$ cat src/rtl/mux_word_serializer.sv
// Parallel-to-serial sequencer driving a 16:1 select mux.
// Holds a word on the mux data inputs and walks the select.
module mux_word_serializer #(
  parameter bit MSB_FIRST = 1'b0
) (
  input  logic        clk,
  input  logic        rst,
  input  logic [15:0] in_data,
  input  logic        in_valid,
  output logic        in_ready,
  output logic [15:0] mux_datain,
  output logic [3:0]  mux_select,
  input  logic        mux_outd,
  output logic        ser_bit,
  output logic        ser_valid,
  output logic        ser_last,
  input  logic        ser_ready,
  output logic        busy
);

  typedef enum logic [1:0] {
    S_IDLE,
    S_SHIFT,
    S_DRAIN
  } state_t;

  state_t      r_state;
  state_t      w_next;
  logic [3:0]  r_cnt;
  logic [15:0] r_data;
  logic        r_bit;
  logic        r_valid;
  logic        r_last;

  logic        w_accept;
  logic        w_load;
  logic        w_done;
  logic        w_end;

  assign w_accept = (r_state == S_IDLE) && in_valid;
  assign w_load   = (r_state == S_SHIFT) && (!r_valid || ser_ready);
  assign w_done   = (r_state == S_DRAIN) && r_valid && ser_ready;
  assign w_end    = (r_cnt == 4'hF);

  always_ff @(posedge clk or posedge rst) begin
    if (rst) r_state <= S_IDLE;
    else     r_state <= w_next;
  end

  always_comb begin
    w_next = r_state;
    unique case (r_state)
      S_IDLE:  if (in_valid)       w_next = S_SHIFT;
      S_SHIFT: if (w_load && w_end) w_next = S_DRAIN;
      S_DRAIN: if (w_done)         w_next = S_IDLE;
      default: w_next = S_IDLE;
    endcase
  end

  always_comb begin
    in_ready = (r_state == S_IDLE);
    busy     = (r_state != S_IDLE);
  end

  // cnt parks at 15 after the final load so the select stays put in DRAIN
  always_ff @(posedge clk or posedge rst) begin
    if (rst) begin
      r_cnt   <= 4'd0;
      r_data  <= 16'd0;
      r_bit   <= 1'b0;
      r_valid <= 1'b0;
      r_last  <= 1'b0;
    end else begin
      if (w_accept) begin
        r_data <= in_data;
        r_cnt  <= 4'd0;
      end
      if (w_load) begin
        r_bit   <= mux_outd;
        r_valid <= 1'b1;
        r_last  <= w_end;
        if (!w_end) r_cnt <= r_cnt + 4'd1;
      end
      if (w_done) begin
        r_valid <= 1'b0;
        r_last  <= 1'b0;
      end
    end
  end

  assign mux_datain = r_data;
  assign mux_select = MSB_FIRST ? ~r_cnt : r_cnt;
  assign ser_bit    = r_bit;
  assign ser_valid  = r_valid;
  assign ser_last   = r_last;

endmodule

$ cat config.mk
export PLATFORM = sky130hd
export DESIGN_NAME = mux_word_serializer
export DESIGN_NICKNAME = d
export VERILOG_FILES = /design/src/rtl/mux_word_serializer.sv
export SDC_FILE = /design/constraint.sdc
export NUM_CORES = 1
export LEC_CHECK = 0
export CAP_MARGIN = 20
export CELL_PAD_IN_SITES_DETAIL_PLACEMENT = 0
export CELL_PAD_IN_SITES_GLOBAL_PLACEMENT = 1
export CORE_AREA = 2 2 65 61
export CTS_CLUSTER_SIZE = 25
export DETAILED_ROUTE_END_ITERATION = 16
export DIE_AREA = 0 0 67 63
export HOLD_SLACK_MARGIN = 0.1
export PLACE_DENSITY_LB_ADDON = 0.1
export RECOVER_POWER = 25
export SLEW_MARGIN = 20
export SYNTH_ARGS = -nofsm -noshare
export SYNTH_HDL_FRONTEND = slang
export SYNTH_SLANG_ARGS = --single-unit
$ cat constraint.sdc
create_clock -name clk -period 1.42 [get_ports clk]
set_input_delay 0.284 -clock clk [delete_from_list [all_inputs] [get_ports clk]]
set_output_delay 0.284 -clock clk [all_outputs]
set_load 0.005 [all_outputs]
## Yosys cells after proc, flatten, opt, wreduce, memory -nomap -nowiden

Index checks and enable logic that the tools add are counted.

| word-level totals | value |
|---|---|
| bits in registers | 25 |
| latch bits | 0 |
| RAM bits | 0 |
| ROM bits | 0 |
| bits of input ports | 21 |
| output and inout bits | 25 |
| word-level logic and storage cells | 35 |
| memories | 0 |

| cells by class | value |
|---|---|
| add/subtract/negate cells | 1 |
| multiply operators | 0 |
| div/mod/pow operators | 0 |
| $lt $le $gt $ge | 0 |
| equality and inequality tests | 6 |
| shift operators | 0 |
| multiplexer cells | 11 |
| bitwise operators | 0 |
| reductions and logical operators | 11 |

Operators with widths:

| kind | number |
|---|---|
| $mux 4 | 3 |
| $mux 2 | 3 |
| $pmux 2 s3 | 1 |
| $logic_and 1x1->1 | 5 |
| $add 4x1->4 const B | 1 |
| $eq 4x4->1 const B | 1 |
| $mux 1 | 4 |
| $ne 2x2->1 const B | 2 |
| $reduce_bool 2->1 | 2 |
| $reduce_and 3->1 | 1 |
| $eq 2x1->1 const B | 1 |
| $eq 2x2->1 const B | 1 |
| $logic_not 2->1 | 1 |
| $ne 2x1->1 const B | 1 |
| $logic_not 1->1 | 1 |
| $logic_or 1x1->1 | 1 |

## Depth between registers and ports, before layout

Gate-level depths: netlist of the first run.

| logic depth | value |
|---|---|
| depth after elaboration | 6 |
| gate-level depth with buffers | 4 |
| gate-level depth less buffers | 4 |

## Worst setup path before layout of the first run

OpenSTA, ideal clock, no wires.

| timing | value |
|---|---|
| path type | reg-to-reg |
| from | register r_cnt[0] (netlist: mux_select[0]) |
| to | register r_cnt[1] (netlist: mux_select[1]) |
| data arrival time | 1.200 ns |
| data required time | 1.295 ns |
| setup slack | 0.095 ns |
| stages on the path, launching flop included | 5 |
| cell sequence | dfrtp_1 > ha_1 > nand3_1 > nand3_2 > mux2_4 |

| between the ends | value |
|---|---|
| word-level cells in the longest chain between the ends | 3 |
| elaborated cells on any way between the ends | 4 |

RTL lines:

| what | line | text |
|---|---|---|
| start: declaration | 29 | `logic [3:0] r_cnt;` |
| start signal: assignment | 82 | `if (!w_end) r_cnt <= r_cnt + 4'd1;` |
| $add 4x1->4 or $eq 4x4->1 (tied branches) | 82, 43 |  |
| $mux 4 (*) | 82 |  |
| $mux 4 (*) | 78 | `if (w_load) begin` |

Every way passes the cells marked *; elsewhere a longest branch is shown, timed or not.
A chain may end at the register's enable or synchronous reset.

## Worst setup path in the final report of the first run

| timing | value |
|---|---|
| from | register r_state[1] |
| to | register r_data[2] (netlist: mux_datain[2]) |

| between the ends | value |
|---|---|
| word-level cells in the longest chain between the ends | 2 |

RTL lines:

| what | line | text |
|---|---|---|
| start: declaration | 27 | `state_t r_state;` |
| start signal: assignment | 47 | `else r_state <= w_next;` |
| $logic_not 2->1 | 40 | `assign w_accept = (r_state == S_IDLE) && in_valid;` |
| $logic_and 1x1->1 | 40 |  |
| end signal: assignment | 75 | `r_data <= in_data;` |
| end: declaration | 30 | `logic [15:0] r_data;` |

Every way passes these cells.

==> results of run 1 <==
[power by group]
group	leakage, nW	switching [mW]	internal, mW
Combinational	0.629	0.511	1.02
Clock	0.0228	0.212	0.200
Sequential	0.293	0.162	1.04
[through the flow]
step           cells  setup TNS (ns)  cell area, um^2  hold WS (ns)
2_1_floorplan     81               0             1090         0.311
5_1_grt          193          -0.420             1840         0.515
6_report         193               0             1840         0.489
3_5_place_dp     180           -3.04             1650         0.479
4_1_cts          191               0             1740         0.374
3_3_place_gp     180           -3.41             1650         0.469
[worst min path at each step]
stage,from,end,slack [ns]
final,ser_bit,ser_bit,0.49
after global routing,ser_bit,ser_bit,0.51
after CTS,rst,mux_datain[5],0.37
after detailed placement,ser_bit,ser_bit,0.48
after global placement,ser_bit,ser_bit,0.47
after floorplan,rst,mux_datain[0],0.31
[metal layers]
metal / global-route usage (%) / up-vias / routed length [um]
li1: - / 420 / -
met1: 14.4 / 432 / 1010
met2: 18.4 / 22 / 1240
met3: 2.16 / 2 / 115
met4: 3.83 / 0 / 8
met5: 0 / - / 0
[registers in the layout, summed over array words and instances, names as in the netlist]
signal      count
r_state         2
ser_bit         1
ser_valid       1
mux_datain     16
mux_select      4
ser_last        1
[critical path, delay by kind of cell, from the launching register on]
| family | cells | cell delay (ns) |
|---|---|---|
| muxes | 1 | 0.34 |
| DFF | 1 | 0.39 |
| and+or+nand+nor | 1 | 0.23 |
| buffers and inverters | 2 | 0.31 |
[cell families after synthesis]
| family | after synthesis | share of synthesized area, % |
|---|---|---|
| flops | 25 | 57.3 |
| simple gates | 22 | 12.8 |
| mux | 19 | 19.8 |
| compound gates | 9 | 5.84 |
| buf+inv | 5 | 3.09 |
| fa+ha+maj | 1 | 1.15 |
[layout by cell type (no fill, tap or decap), drive strengths merged, types with 2 or more instances in the layout]
cell            n
dlygate4sd2     6
nor3            2
nor2b           3
clkdlybuf4s50  19
dlymetal6s2s   18
inv             3
mux2           18
nand3           3
nand2b          5
dfrtp          25
nor2            4
clkbuf          5
o21ai           2
buf            18
[repair_timing]
item,CTS,global route
cloned,0,0
resized for setup,7,29
pin swaps,1,1
endpoints found under the hold margin,0,0
setup buffers,7,2
setup endpoints to repair,9,39
[cell type report]
class	instances	area (um^2)	area share, %
Timing Repair Buffer	64	643	35.0
Sequential cell	25	626	34.0
Multi-Input combinational cell	51	457	24.8
Tap cell	46	57.6	3.13
Clock buffer	4	45.0	2.45
Inverter	3	11.3	0.612
==> flow_summary_export.csv, run 1 <==
group,metric,value,unit
final_layout,fill_cells,341,
floorplan,row_count,21,
yosys,synthTopCellsByCount,"25 x dfrtp_1, 16 x mux2_2, 5 x nand2b_1",
global_route,antenna_found_initial,0,
place,numPortBuffers,45,
pwr,total_power,3.15,mW
final_layout,syn2layout_area_growth,68.4,%
sta,worst_pin_slew,0.629,ns
pwr,leakagePower,0.945,nW
global_route,grt_start_max_net_pins,26,
sta,clock_skew,0.00561,ns
critical_path,critical_path.slowest_cell,"dfrtp_1",
sta,max_freq,716,MHz
clocking,clock_sinks,25,
critical_path,crit_required,1.57,ns
yosys,syn_nets,103,
sta,hold_viol_final,0,
floorplan,die_h,63,um
drt,final_antenna_net_count,0,
critical_path,crit_type,"register to register",
sta,period_minus_slack,1.40,ns
drt,wirelength,2380,um
yosys,postSynthCellCount,81,
final_layout,final_core_utilization,51.5,%
critical_path,r2r_cells,4,
global_route,grt_overflow_total,0,
sta,rsz0062_at_grt,"true",
yosys,synth_cell_type_count,28,
drt,route.vias.total,876,
floorplan,initial_core_util,30.6,%
floorplan,die-area,4220,um^2
drt,dr.pass1.iters,4,
yosys,synth_top_area_share,57.3,%
critical_path,worst_setup_path_start_kind,"register",
critical_path,critical_path.max_stage_delay,0.39,ns
yosys,ys.flop_type,"dfrtp_1",
yosys,yosysTopAreaCell,"dfrtp_1",
global_route,grt_usage,11.2,%
critical_path,critPathCaptureType,"register",
critical_path,arrival,1.55,ns
yosys,synth_most_common_cell,"dfrtp_1",
drt,drt_iter0_markers,24,
sta,relSlewSlack,58.0,%
yosys,ys_ff_latch,25,
pwr,p_per_area,1710,nW/um^2
final_layout,drive_gt1_share,31.3,%
yosys,synth_area_leaders,"dfrtp_1 57%, mux2_2 16%, nand2b_1 2.9%",
clocking,clk_path_buf_depth,2,
clocking,clkLatencyLatePin,0.26,ns
floorplan,coreArea,3570,um^2
sta,fin_ws,0.0231,ns
drt,vias_per_cell,4.54,
yosys,yosys_warnings,0,
critical_path,cp_cell_sequence,"buf_6 > nor3b_4 > buf_6 > mux2_2",
yosys,synth.cell_area,1090,um^2
final_layout,nets,170,
clocking,cts-htree-levels,1,
run_status,outcome,"finished clean",
sta,drv_slew,0,
clocking,cts-root-buf,"clkbuf_8",
critical_path,cp_max_fo,10,
global_route,grt_pass1_vias,837,
pwr,vdd_drop_max,704,uV
critical_path,cp-endpoint,"mux_datain[2]",
critical_path,regToRegStartpoint,"r_state[1]",
critical_path,critPathLaunch,"r_state[1]",
yosys,yosysSeqAreaShare,57.3,%
clocking,hold_buffers,0,
drt,drc,0,
clocking,clkTransAtPathRegs,0.09,ns
final_layout,antennaDiodeCount,0,
place,place_ws,-0.175,ns
place,gp_congestion,0.758,
worst_hold_path,holdPathStages,1,
critical_path,timing.rr.end,"mux_datain[2]",
floorplan,design.portCount,46,
floorplan,die_w,67,um
worst_hold_path,hp-class,"register to register",
sta,min_period_over_period,98.4,%
run,drv_cap,0,
critical_path,reg2reg_slack,0.02,ns
global_route,grt_pass1_wl,3620,um
yosys,synth_area_per_cell,13.5,um^2
critical_path,cpMostUsedCell,"buf_6",
drt,wl_per_cell,12.3,um
yosys,synth_edf_count,0,
sta,final-setup-viol-count,0,
yosys,async_flop_share,100,%
clocking,cts_buffers,3,
place,dp_hpwl,1630,um
clocking,cts_tree,"built",
(Power assumes the default switching activity.)
==> inputs of run 2 (changes only) <==
--- a/config.mk
+++ b/config.mk
@@ -14,7 +14,7 @@
 export DIE_AREA = 0 0 67 63
 export HOLD_SLACK_MARGIN = 0.1
 export PLACE_DENSITY_LB_ADDON = 0.1
-export RECOVER_POWER = 25
+export RECOVER_POWER = 100
 export SLEW_MARGIN = 20
 export SYNTH_ARGS = -nofsm -noshare
 export SYNTH_HDL_FRONTEND = slang
==> constraint.sdc (replaced) <==
create_clock -name clk -period 1.3 [get_ports clk]
set_input_delay 0.26 -clock clk [delete_from_list [all_inputs] [get_ports clk]]
set_output_delay 0.26 -clock clk [all_outputs]
set_load 0.005 [all_outputs]
==> run 2 against run 1 <==
The flow now finishes with violations (negative setup slack). Clock power is 11% higher. First-iteration DRC count is 21% lower. Clock skew is 0.0041 ns lower. Final area is 0.82% lower. Worst hold slack worse by 0.0014 ns. Utilization is 0.42 points lower. Highest routed layer unchanged. Clock-buffer cell count is 1 lower. Largest power group unchanged. Via count is 1.0% lower. Combinational power is 9% higher. Register-to-register slack worse by 0.12 ns. Non-clock buffer count is 3 higher.
==> flow_summary_export.csv, run 2 (synthesized netlist as in run 1, its figures left out) <==
group,metric,value,unit
run_status,outcome,"complete, but fails checks",
run_status,failed_checks,"negative setup slack",
sta,clock_skew,0.00148,ns
clocking,hold_buffers,0,
critical_path,crit_required,1.46,ns
sta,drv_slew,0,
critical_path,cp_max_fo,19,
pwr,p_per_area,1900,nW/um^2
global_route,use_met2,21.4,%
drt,drc,0,
final_layout,finalInstanceArea,1820,um^2
global_route,grt_pass1_wl,4440,um
final_layout,antennaDiodeCount,0,
final_layout,nets,173,
clocking,clock_sinks,25,
pwr,total_power,3.46,mW
critical_path,crit_type,"register to register",
global_route,grt_pass1_vias,963,
sta,max_freq,716,MHz
clocking,clkLatencyLatePin,0.27,ns
place,place_inst,185,
final_layout,syn2layout_area_growth,67.0,%
floorplan,design.portCount,46,
clocking,cts-root-buf,"clkbuf_8",
final_layout,drive_gt1_share,36.7,%
place,dp_hpwl,1780,um
sta,final-setup-viol-count,20,
global_route,grt_overflow_total,0,
pwr,leakagePower,0.820,nW
place,numPortBuffers,45,
place,gp_congestion,0.719,
final_layout,largest_reg_flops,16,
final_layout,layout_commonest_cell,"dfrtp_1",
clocking,cts_buffers,3,
sta,period_minus_slack,1.40,ns
floorplan,die-area,4220,um^2
global_route,grt_usage,13.7,%
floorplan,coreArea,3570,um^2
worst_hold_path,hp-class,"register to register",
floorplan,initial_core_util,30.6,%
floorplan,row_count,21,
critical_path,worst_setup_path_start_kind,"register",
drt,dr.pass1.iters,2,
critical_path,arrival,1.55,ns
sta,fin_hold_ws,0.488,ns
global_route,use_met3,2.88,%
sta,worst_pin_slew,0.472,ns
drt,wirelength,2460,um
sta,final.setup.tns,-1.57,ns
global_route,grt-busiest-layer,"met2",
sta,hold_viol_final,0,
floorplan,die_w,67,um
sta,relSlewSlack,68.5,%
sta,fin_ws,-0.0968,ns
clocking,clkTransAtPathRegs,0.09,ns
clocking,clk_path_buf_depth,2,
floorplan,die_h,63,um
drt,final_antenna_net_count,0,
clocking,cts-htree-levels,1,
drt,route.vias.total,867,
drt,vias_per_cell,4.42,
global_route,grt_start_max_net_pins,20,
final_layout,finalNonFillerCells,196,
run,drv_cap,0,
global_route,antenna_found_initial,0,
pwr,vdd_drop_max,870,uV
drt,drt_iter0_markers,19,
sta,min_period_over_period,107,%
final_layout,layout_common_cells,"25 x dfrtp_1, 23 x dlygate4sd2_1, 19 x clkdlybuf4s50_1, 16 x mux2_2, 15 x buf_4",
drt,wl_per_cell,12.6,um
clocking,cts_tree,"built",
critical_path,critPathCaptureType,"register",
global_route,use_met1,18.7,%
place,placed_cell_area,1710,um^2
sta,rsz0062_at_grt,"true",
## run 2: where the power goes
part | switching (mW) | leakage [nW] | internal, mW
registers | 0.191 | 0.293 | 1.13
clock network | 0.245 | 0.0255 | 0.214
logic | 0.612 | 0.501 | 1.07
## run 2: timing repair
item / in CTS / in global routing
pin swaps: 1 / 2
endpoints found under the setup margin: 43 / 26
buffers inserted: 7 / 0
resized for setup: 33 / 12
## run 2: layer usage
layer | vias to the layer above | part of all wire (%)
met4 | 0 | 0.49
met3 | 2 | 5.6
met2 | 24 | 49
met5 | - | 0
met1 | 416 | 45
li1 | 425 | -
## run 2: worst paths after layout
path                            startpoint            end  slack [ns]  cells after the start
worst min register to register     ser_bit        ser_bit        0.49                      1
max in group asynchronous              rst  mux_datain[9]        0.46                      3
worst min-delay path               ser_bit        ser_bit        0.49                      1
worst max register to register  r_state[1]  mux_datain[6]        -0.1                      4
min in group asynchronous              rst  mux_datain[4]        0.52                      3
worst max-delay path            r_state[1]  mux_datain[6]        -0.1                      4
## run 2: worst max-delay path, cell delays in order, from the launching register on
cell and delay [ns]:
dfrtp_1 0.40, buf_6 0.13, nor3b_4 0.22, buf_12 0.19, mux2_2 0.34
## run 2: cell type report
type	instances	area, um^2
repair buffers	67	597
inverters	3	11.3
clock inverters	1	5.00
clock buffers	3	41.3
multi-input cells	51	487
fillers	334	1750
well taps	46	57.6
flip-flops and latches	25	626
## run 2: metrics by stage
step,setup WS [ns],util (%)
after floorplan,0.00571,-
after global placement,-0.288,47.8
after detailed placement,-0.313,47.8
after CTS,-0.106,50.3
after global routing,-0.148,51.1
final,-0.0968,51.1
